### src/rtl/dst40_pkg.sv
// Shared types and constants for the DST40 key-search job controller.
package dst40_pkg;

   localparam int unsigned KEY_W      = 40;
   localparam int unsigned CHAL_W     = 40;
   localparam int unsigned RESP_W     = 24;
   localparam int unsigned CYC_W      = 48;
   localparam int unsigned STAT_W     = 2;
   // Engine run synchroniser (2 flops) plus key reload
   localparam int unsigned LOAD_LEN   = 4;
   localparam int unsigned LOAD_CNT_W = $clog2(LOAD_LEN);

   typedef enum logic [1:0] {
      S_IDLE = 2'd0,
      S_LOAD = 2'd1,
      S_RUN  = 2'd2,
      S_DONE = 2'd3
   } state_e;

   typedef logic [STAT_W-1:0] status_t;

   localparam status_t STAT_NONE      = 2'd0;
   localparam status_t STAT_FOUND     = 2'd1;
   localparam status_t STAT_NOT_FOUND = 2'd2;
   localparam status_t STAT_ABORTED   = 2'd3;

   // Job payload handed to the engine
   typedef struct packed {
      logic [CHAL_W-1:0] challenge;
      logic [RESP_W-1:0] response;
      logic [KEY_W-1:0]  start_key;
   } job_t;

   // Saturating increment of the RUN-cycle counter
   function automatic logic [CYC_W-1:0] cyc_sat_inc(input logic [CYC_W-1:0] v);
      return (&v) ? v : v + CYC_W'(1);
   endfunction

endpackage

### src/rtl/dst40_prio_enc.sv
// Lowest-set-bit encoder over the kernel match vector, plus multi-hit flag.
module dst40_prio_enc #(
   parameter int unsigned NK   = 2,
   parameter int unsigned L2NK = 1
) (
   input  logic [NK-1:0]   req_i,
   output logic [L2NK-1:0] idx_o,
   output logic            multi_o
);

   // Scan from the top so the lowest set bit wins
   always_comb begin
      idx_o = '0;
      for (int i = NK - 1; i >= 0; i--) begin
         if (req_i[i]) idx_o = L2NK'(i);
      end
   end

   // Clearing the lowest set bit leaves something only when two or more bits are set
   assign multi_o = |(req_i & (req_i - NK'(1)));

endmodule

### src/rtl/dst40_job_ctrl.sv
// Job controller for the DST40 key-search engine: accepts a job, sequences
// the engine through load/run, and reports the outcome with a cycle count.
module dst40_job_ctrl
   import dst40_pkg::*;
#(
   parameter int unsigned NK   = 2,
   parameter int unsigned L2NK = 1
) (
   input  logic                  clock_i,
   input  logic                  reset_i,
   input  logic                  job_valid_i,
   output logic                  job_ready_o,
   input  logic [CHAL_W-1:0]     job_challenge_i,
   input  logic [RESP_W-1:0]     job_response_i,
   input  logic [KEY_W-1:0]      job_start_key_i,
   input  logic                  abort_i,
   output logic                  busy_o,
   output logic                  res_valid_o,
   input  logic                  res_ready_i,
   output logic [STAT_W-1:0]     res_status_o,
   output logic [KEY_W-1:0]      res_key_o,
   output logic                  res_multi_o,
   output logic [CYC_W-1:0]      res_cycles_o,
   output logic [CHAL_W-1:0]     eng_challenge_o,
   output logic [RESP_W-1:0]     eng_response_o,
   output logic [KEY_W-1:0]      eng_start_key_o,
   output logic                  eng_run_o,
   input  logic                  eng_key_found_i,
   input  logic                  eng_key_not_found_i,
   input  logic [NK-1:0]         eng_kernels_i,
   input  logic [KEY_W-L2NK-1:0] eng_key_i
);

   state_e                state_q;
   logic [LOAD_CNT_W-1:0] load_cnt_q;
   logic [CYC_W-1:0]      cycles_q;
   job_t                  job_q;
   logic [L2NK-1:0]       hit_idx;
   logic                  hit_multi;

   dst40_prio_enc #(
      .NK   (NK),
      .L2NK (L2NK)
   ) u_prio_enc (
      .req_i   (eng_kernels_i),
      .idx_o   (hit_idx),
      .multi_o (hit_multi)
   );

   assign eng_challenge_o = job_q.challenge;
   assign eng_response_o  = job_q.response;
   assign eng_start_key_o = job_q.start_key;
   assign res_cycles_o    = cycles_q;

   // Job sequencer; every output changes only on the clock edge
   always_ff @(posedge clock_i) begin
      if (reset_i) begin
         state_q      <= S_IDLE;
         load_cnt_q   <= '0;
         cycles_q     <= '0;
         job_q        <= '0;
         job_ready_o  <= 1'b1;
         busy_o       <= 1'b0;
         eng_run_o    <= 1'b0;
         res_valid_o  <= 1'b0;
         res_status_o <= STAT_NONE;
         res_key_o    <= '0;
         res_multi_o  <= 1'b0;
      end else begin
         case (state_q)
            S_IDLE: begin
               if (job_valid_i) begin
                  job_q.challenge <= job_challenge_i;
                  job_q.response  <= job_response_i;
                  job_q.start_key <= job_start_key_i;
                  cycles_q        <= '0;
                  load_cnt_q      <= '0;
                  job_ready_o     <= 1'b0;
                  busy_o          <= 1'b1;
                  state_q         <= S_LOAD;
               end
            end
            S_LOAD: begin
               if (abort_i) begin
                  res_status_o <= STAT_ABORTED;
                  res_key_o    <= '0;
                  res_multi_o  <= 1'b0;
                  res_valid_o  <= 1'b1;
                  busy_o       <= 1'b0;
                  state_q      <= S_DONE;
               end else if (load_cnt_q == LOAD_CNT_W'(LOAD_LEN - 1)) begin
                  eng_run_o <= 1'b1;
                  state_q   <= S_RUN;
               end else begin
                  load_cnt_q <= load_cnt_q + LOAD_CNT_W'(1);
               end
            end
            S_RUN: begin
               cycles_q <= cyc_sat_inc(cycles_q);
               if (eng_key_found_i || eng_key_not_found_i || abort_i) begin
                  eng_run_o   <= 1'b0;
                  busy_o      <= 1'b0;
                  res_valid_o <= 1'b1;
                  state_q     <= S_DONE;
               end
               if (eng_key_found_i) begin
                  res_status_o <= STAT_FOUND;
                  res_key_o    <= {hit_idx, eng_key_i};
                  res_multi_o  <= hit_multi;
               end else if (eng_key_not_found_i) begin
                  res_status_o <= STAT_NOT_FOUND;
                  res_key_o    <= '0;
                  res_multi_o  <= 1'b0;
               end else if (abort_i) begin
                  res_status_o <= STAT_ABORTED;
                  res_key_o    <= '0;
                  res_multi_o  <= 1'b0;
               end
            end
            S_DONE: begin
               if (res_ready_i) begin
                  res_valid_o <= 1'b0;
                  job_ready_o <= 1'b1;
                  state_q     <= S_IDLE;
               end
            end
            default: begin
               state_q <= S_IDLE;
            end
         endcase
      end
   end

endmodule

### config.mk
export PLATFORM = sky130hd
export DESIGN_NAME = dst40_job_ctrl
export DESIGN_NICKNAME = d
export VERILOG_FILES = /design/src/rtl/dst40_pkg.sv /design/src/rtl/dst40_prio_enc.sv /design/src/rtl/dst40_job_ctrl.sv
export SDC_FILE = /design/constraint.sdc
export NUM_CORES = 1
export LEC_CHECK = 0
export ABC_AREA = 1
export CAP_MARGIN = 10
export CORE_MARGIN = 1.5
export CORE_UTILIZATION = 45
export CTS_CLUSTER_SIZE = 24
export DETAILED_ROUTE_END_ITERATION = 10
export GPL_ROUTABILITY_DRIVEN = 0
export MAX_ROUTING_LAYER = met4
export PLACE_DENSITY = 0.81
export SYNTH_ARGS = -nofsm -noshare
export SYNTH_HDL_FRONTEND = slang
export SYNTH_HIERARCHICAL = 1
export SYNTH_SLANG_ARGS = --single-unit
### constraint.sdc
create_clock -name clock_i -period 2.65 [get_ports clock_i]
set_input_delay 0.53 -clock clock_i [delete_from_list [all_inputs] [get_ports clock_i]]
set_output_delay 0.53 -clock clock_i [all_outputs]
set_load 0.02 [all_outputs]
==> results of run 1 <==
-- stage by stage --
| step | cells | setup WS [ps] | area, µm² | power (mW) | hold slack [ps] |
|---|---|---|---|---|---|
| floorplan | 1402 | 734 | 9370 | 6.52 | 449 |
| detailed placement | 1960 | 347 | 13000 | 8.33 | 437 |
| global placement | 1960 | 388 | 13000 | 8.26 | 439 |
| finish | 2000 | 474 | 13800 | 11.4 | 404 |
| global route | 2000 | 341 | 13800 | 12.0 | 413 |
| CTS | 1998 | 457 | 13800 | 11.4 | 392 |
-- kinds of logic (layout without fill, tap and decap cells) --
logic type,count (synthesis),after routing,synth area share [%]
other,0,2,0
buffers and inverters,205,531,8.63
AO/OA/AOI/OAI,204,204,11.2
adder cells (fa/ha/maj),7,7,0.935
XOR/XNOR,7,7,0.654
AND/OR/NAND/NOR,776,776,35.2
flip-flops,203,203,43.4
-- sequential cells by signal, indices dropped and copies added (netlist names) --
register	cells
res_cycles_o	48
eng_challenge_o	40
eng_start_key_o	40
res_key_o	40
eng_response_o	24
load_cnt_q	2
res_status_o	2
state_q	2
busy_o	1
eng_run_o	1
job_ready_o	1
res_multi_o	1
res_valid_o	1
-- metal layers --
layer / vias to the layer above / share of wire (%) / global-route usage, %
met3: 85 / 8.4 / 7.58
met5: - / 0 / -
met4: 0 / 4.0 / 11.2
met1: 4585 / 38 / 32.8
met2: 406 / 49 / 49.3
li1: 5106 / - / -
-- power by group through the flow --
stage	Clock, mW	Combinational, mW	Sequential, mW
3_3_place_gp	0	4.37	3.89
4_1_cts	3.13	4.43	3.86
2_1_floorplan	0	2.02	4.50
6_report	3.08	4.43	3.86
3_5_place_dp	0	4.41	3.92
5_1_grt	3.26	4.86	3.92
-- placed cells by master (no fill, tap or decap) --
cell type        Yosys  routed
o21a_1               1       1
inv_2                3       2
xor2_1               5       5
xnor2_1              2       2
nand2_1            249     248
buf_4                0      17
o21bai_1             2       2
buf_2                4       1
nor2_4               3       3
a21oi_1             72      72
inv_16               0       1
clkbuf_8             0       3
nor2_1             337     337
or2_2                2       2
clkinv_2             0       7
o21ai_0            123     123
dfxtp_1            203     203
diode_2              0       2
clkbuf_16            0      23
a21boi_0             1       1
ha_2                 0       1
nor3b_1              1       1
buf_12               0       2
clkbuf_1            66       3
nor3_1               8       8
ha_1                 7       6
o211ai_1             2       2
nand3_4              1       1
nor2_8               1       1
nor2_2               9       9
nand4_1             61      61
bufinv_16            0       1
a21oi_2              3       3
nand3_1             97      97
clkinvlp_4           0       1
clkdlybuf4s50_1      0     349
nand2_2              6       7
inv_6                0       1
inv_1              120     120
nand3b_1             1       1
-- path summary, 6_finish.rpt --
check                        from               end  slack [ps]
setup / recovery  res_cycles_o[2]   res_cycles_o[2]         470
hold reg to reg            busy_o            busy_o         440
hold / removal            reset_i   res_cycles_o[3]         400
setup reg to reg  res_cycles_o[0]  res_cycles_o[14]         510
-- cell type report --
class                   count  area, µm²  share of cell area, %
inverters                 124        468                   3.40
diodes                      2       5.00                 0.0364
clock inverters             9       91.3                  0.664
clock buffers              29        628                   4.56
well taps                 270        338                   2.45
flip-flops and latches    203       4060                   29.5
multi-input cells         994       4500                   32.7
repair buffers            369       3670                   26.6
==> metrics.md, run 1 <==
| Metric | Value |
|---|---|
| Status | finished clean |
| Post-synthesis sequential area ratio | 43.4% |
| WP data arrival | around 1700 ps |
| Clock root cell | clkbuf_16 |
| Critical path depth | 1 |
| Endpoint class of the critical path | primary output |
| NetSw | 4.30 mW |
| Post CTS Setup Buffer Count | 0 |
| P&R area growth vs syn | 46.9% |
| # IOs | 351 |
| Clk_skew | 13.0 ps |
| Antenna-violating nets left | 0 |
| Cell taking the most area after synthesis | dfxtp_1 |
| Post-Synthesis Net Count | 1561 |
| Die width | 147 µm |
| Most common library cells after synthesis | 337 x nor2_1, 249 x nand2_1, 203 x dfxtp_1, 123 x o21ai_0, 120 x inv_1 |
| Post-synthesis register bit count | 203 |
| Fmax achieved | 0.460 GHz |
| Worst skew pair latency | 520 ps |
| Layout Nets | approximately 1900 |
| Final Util | about two thirds |
| Sequential power share | 33.9% |
| DRC Markers | 0 |
| Clock share of power | a little over a quarter |
| Int Pwr | 7.07 mW |
| Final hold vios | 0 |
| Synth cell types | 32 |
| TritonCTS Buffers | 23 |
| Post-synth top flop | dfxtp_1 |
| Slowest cell on crit path | clkdlybuf4s50_1 |
| Max cap viols | 0 |
| Synth top area share | 43.4% |
| R2R cell count | 13 |
| Largest net degree at the start of global routing | 106 |
| Gate Count Post-Synth | 1402 |
| Pwr/cell area | 826 nW/µm² |
| Min cycle time layout | 2180 ps |
| Logic pwr share | between 30% and 40% |
| Reg clk slew, reported paths | 60 ps |
| Least-Margin Pin Slew | 1090 ps |
| Die area | 21700 µm² |
| CTS H-tree lvls | 1 |
| Total gr overflow | 0 |
| Filler cell count in the final layout | between 1500 and 2000 |
| Startpoint Class | flop |
| Initial antenna violation count | 2 |
| Row cnt | 52 |
| Final Cycle Share | 82.1% |
| First-pass GRT wire length | a little under 50 mm |
| Initial Util | a little under half |
| P_leak | 5.24 nW |
| Kind of critical path | flop to primary output |
| Gr usage total | 29.1% |
| Post-CTS Hold Buffers | 0 |
| Critical Path Fanout Max | 7 |
| TritonCTS clock tree | built |
| RSZ-0062 raised after global routing | no |
| Hold WC Path Type | input port to flop |
| Asr flop ratio synth | 0% |
| Proportion of layout cells with a drive suffix above 1 | 4.98% |
| Fin. max-slew vios | 0 |
| Depth of the worst hold-timing path | 2 |
| Worst EP required | around 2100 ps |
| Avg Cell Area, Syn | 6.68 µm² |
| Max incr delay on CP | about 680 ps |
| PortBufs | 350 |
| Drt initial violations | 749 |
| DR pass1 iterations | 5 |
| Top cells by area, synth | dfxtp_1 43%, nor2_1 14%, nand2_1 10%, o21ai_0 6.6%, nand3_1 5.2% |
| DP HPWL | 22.3 mm |
| Post_cts resized | 0 |
| Final TNS setup | 0 ps |
| Peak supply drop | 0.000683 V |
| # setup viols final | 0 |
| Most common cell in the netlist | nor2_1 |
| CTS Buffer Depth | 3 |
| Routed wire length | 31.3 mm |
| Synth warn | 6 |
| CP delay by family, top | buffers and inverters |
| Routed length per instance | 15.7 µm |
| CTS Sinks | 203 |
| Cell Area, Synth | 9370 µm² |
| Vias in the first global route | 9803 |
| Worst rel slew slack | 27.4% |
| Post-synth EDFFs | 0 |
| Die Y-Extent | 147 µm |
| CP Cell Sequence | clkdlybuf4s50_1 |
| Routed vias/inst | 5.09 |
| Vias after detailed routing | 10200 |
| Switch share | 37.8% |
| Core area | 20300 µm² |
| Crit path buf inv count | 1 |
Power figures use the tool's default switching activity.
==> inputs of run 2 (changes only) <==
Settings changed: CORE_UTILIZATION 45 to 40, PLACE_DENSITY 0.81 to 0.76.
Clock period 2.65 ns to 1.75 ns, I/O delays scaled along.
==> metrics.md, run 2 (synthesis gave the netlist of run 1 again) <==
| Metric | Value |
|---|---|
| Layout Nets | 1987 |
| DRC Markers | 0 |
| Final Util | 65.4% |
| Drt initial violations | 749 |
| P&R area growth vs syn | 59.1% |
| Endpoint class of the critical path | flop |
| Largest net degree at the start of global routing | roughly 100 |
| Worst skew pair latency | 520 ps |
| Crit path buf inv count | 3 |
| Total gr overflow | 0 |
| CP Cell Sequence | ha_4, nand2_4, nor2_4, nand2_4, nor2_8, buf_6, nand3_4, nand2_8, clkbuf_16, o21bai_1, nand2_1, inv_1 |
| Pwr/cell area | 1210 nW/µm² |
| Most common cell after layout, fill and taps aside | nor2_1 |
| Die Y-Extent | 156 µm |
| Clk_skew | 7.08 ps |
| Fmax achieved | 0.577 GHz |
| Min cycle time layout | 1730 ps |
| Setup WS post-layout | 17.8 ps |
| Status | finished clean |
| Max cap viols | 0 |
| Startpoint Class | flop |
| Initial antenna violation count | 5 |
| Filler cell count in the final layout | 2051 |
| # IOs | 351 |
| CP most frequent cell | nand2_4 |
| P_leak | a little under 7 nW |
| Worst hold start | reset_i |
| Max incr delay on CP | 360 ps |
| DR pass1 iterations | 5 |
| CP startpoint | res_cycles_o[1] |
| WP data arrival | 2150 ps |
| RSZ-0062 raised after global routing | yes |
| Worst rel slew slack | 66.5% |
| CTS Sinks | 203 |
| Hold WC Path Type | input port to flop |
| CTS H-tree lvls | 1 |
| Clock root cell | clkbuf_16 |
| Routed length per instance | 15.9 µm |
| Peak supply drop | approximately 0.0009 V |
| Vias after detailed routing | 10900 |
| Max FFs per register | 48 |
| CP delay by family, top | simple AND/OR/NAND/NOR gates |
| Slowest cell on crit path | dfxtp_2 |
| Finished Cell Area | 14900 µm² |
| TritonCTS clock tree | built |
| Area of the multi-input gates | 4750 µm² |
| Kind of critical path | flop to flop |
| Least-Margin Pin Slew | 503 ps |
| Hold slack | 280 ps |
| Row cnt | 55 |
| Proportion of layout cells with a drive suffix above 1 | ~15% |
| Routed wire length | 34.3 mm |
| First-pass GRT wire length | ~53 mm |
| PortBufs | 350 |
| Post-CTS Hold Buffers | 0 |
| Reg clk slew, reported paths | 60 ps |
| Final TNS setup | 0 ps |
| Reg area | around 4000 µm² |
| Fin. max-slew vios | 0 |
| Dpl cell area | 13900 µm² |
| Gr usage total | 27.8% |
| Final hold vios | 0 |
| Core area | approximately 23000 µm² |
| Dpl ws | -256 ps |
| Die width | 156 µm |
| Worst EP required | between 2000 and 2500 ps |
| Die area | around 24000 µm² |
| CTS Buffer Depth | 3 |
| RR Startpoint | res_cycles_o[1] |
| Vias in the first global route | 10600 |
| # setup viols final | 0 |
| Critical Path Fanout Max | 8 |
| Final Cycle Share | between 90% and 100% |
| Routed vias/inst | 5.04 |
| Antenna-violating nets left | 0 |
| DP HPWL | 24.4 mm |
| Initial Util | 41.1% |
| TritonCTS Buffers | 24 |
| Commonest cells after routing, fill and taps aside | 319 x nor2_1, 231 x nand2_1, 191 x dlygate4sd2_1, 189 x dfxtp_1, 150 x clkdlybuf4s50_1 |
==> run 2: repair_timing <==
| item | CTS | global route |
|---|---|---|
| endpoints found under the setup margin | 279 | 81 |
| gates cloned | 1 | 2 |
| resized for setup | 225 | 89 |
| buffers inserted | 5 | 4 |
| pin swaps | 5 | 16 |
==> run 2: path summary, 6_finish.rpt <==
check                                        end  slack (ps)  depth (start not counted)
worst min-delay path            res_cycles_o[15]         280                          3
worst max register to register  res_cycles_o[12]          20                         12
worst min register to register            busy_o         450                          2
worst max-delay path            res_cycles_o[12]          20                         12
==> run 2: worst register-to-register path: stages, from the launching register on <==
cell	delay, ps
dfxtp_2	360
ha_4	150
nand2_4	60
nor2_4	130
nand2_4	100
nor2_8	120
buf_6	120
nand3_4	120
nand2_8	150
clkbuf_16	170
o21bai_1	60
nand2_1	60
inv_1	30
==> run 2: per-stage QoR <==
stage	instances	total power [mW]
floorplan	1402	9.91
global placement	2103	12.9
detailed placement	2103	13.1
CTS	2153	17.7
global route	2164	19.0
finish	2164	18.0
==> run 2: routing by layer <==
layer | share of wire, % | GRT usage (%) | vias to the layer above
met5 | 0 | - | -
met1 | 37 | 30.2 | 4958
li1 | - | - | 5349
met2 | 48 | 46.4 | 476
met3 | 8.6 | 7.33 | 127
met4 | 5.8 | 15.3 | 0
==> run 2: final cells by class <==
| class | instances | area share (%) |
|---|---|---|
| tap | 313 | 2.63 |
| timing repair buffer | 481 | 29.6 |
| multi-input combinational | 994 | 31.8 |
| clock buffer | 34 | 4.62 |
| antenna | 5 | 0.0840 |
| clock inverter | 10 | 0.638 |
| sequential | 203 | 27.4 |
| inverter | 124 | 3.17 |
==> run 2: report_power, final <==
| part | switching, mW | internal [mW] | total, mW |
|---|---|---|---|
| clock network | 2.04 | 2.90 | 4.94 |
| logic | 4.50 | 2.73 | 7.24 |
| registers | 0.398 | 5.43 | 5.82 |
| total | 6.94 | 11.1 | 18.0 |
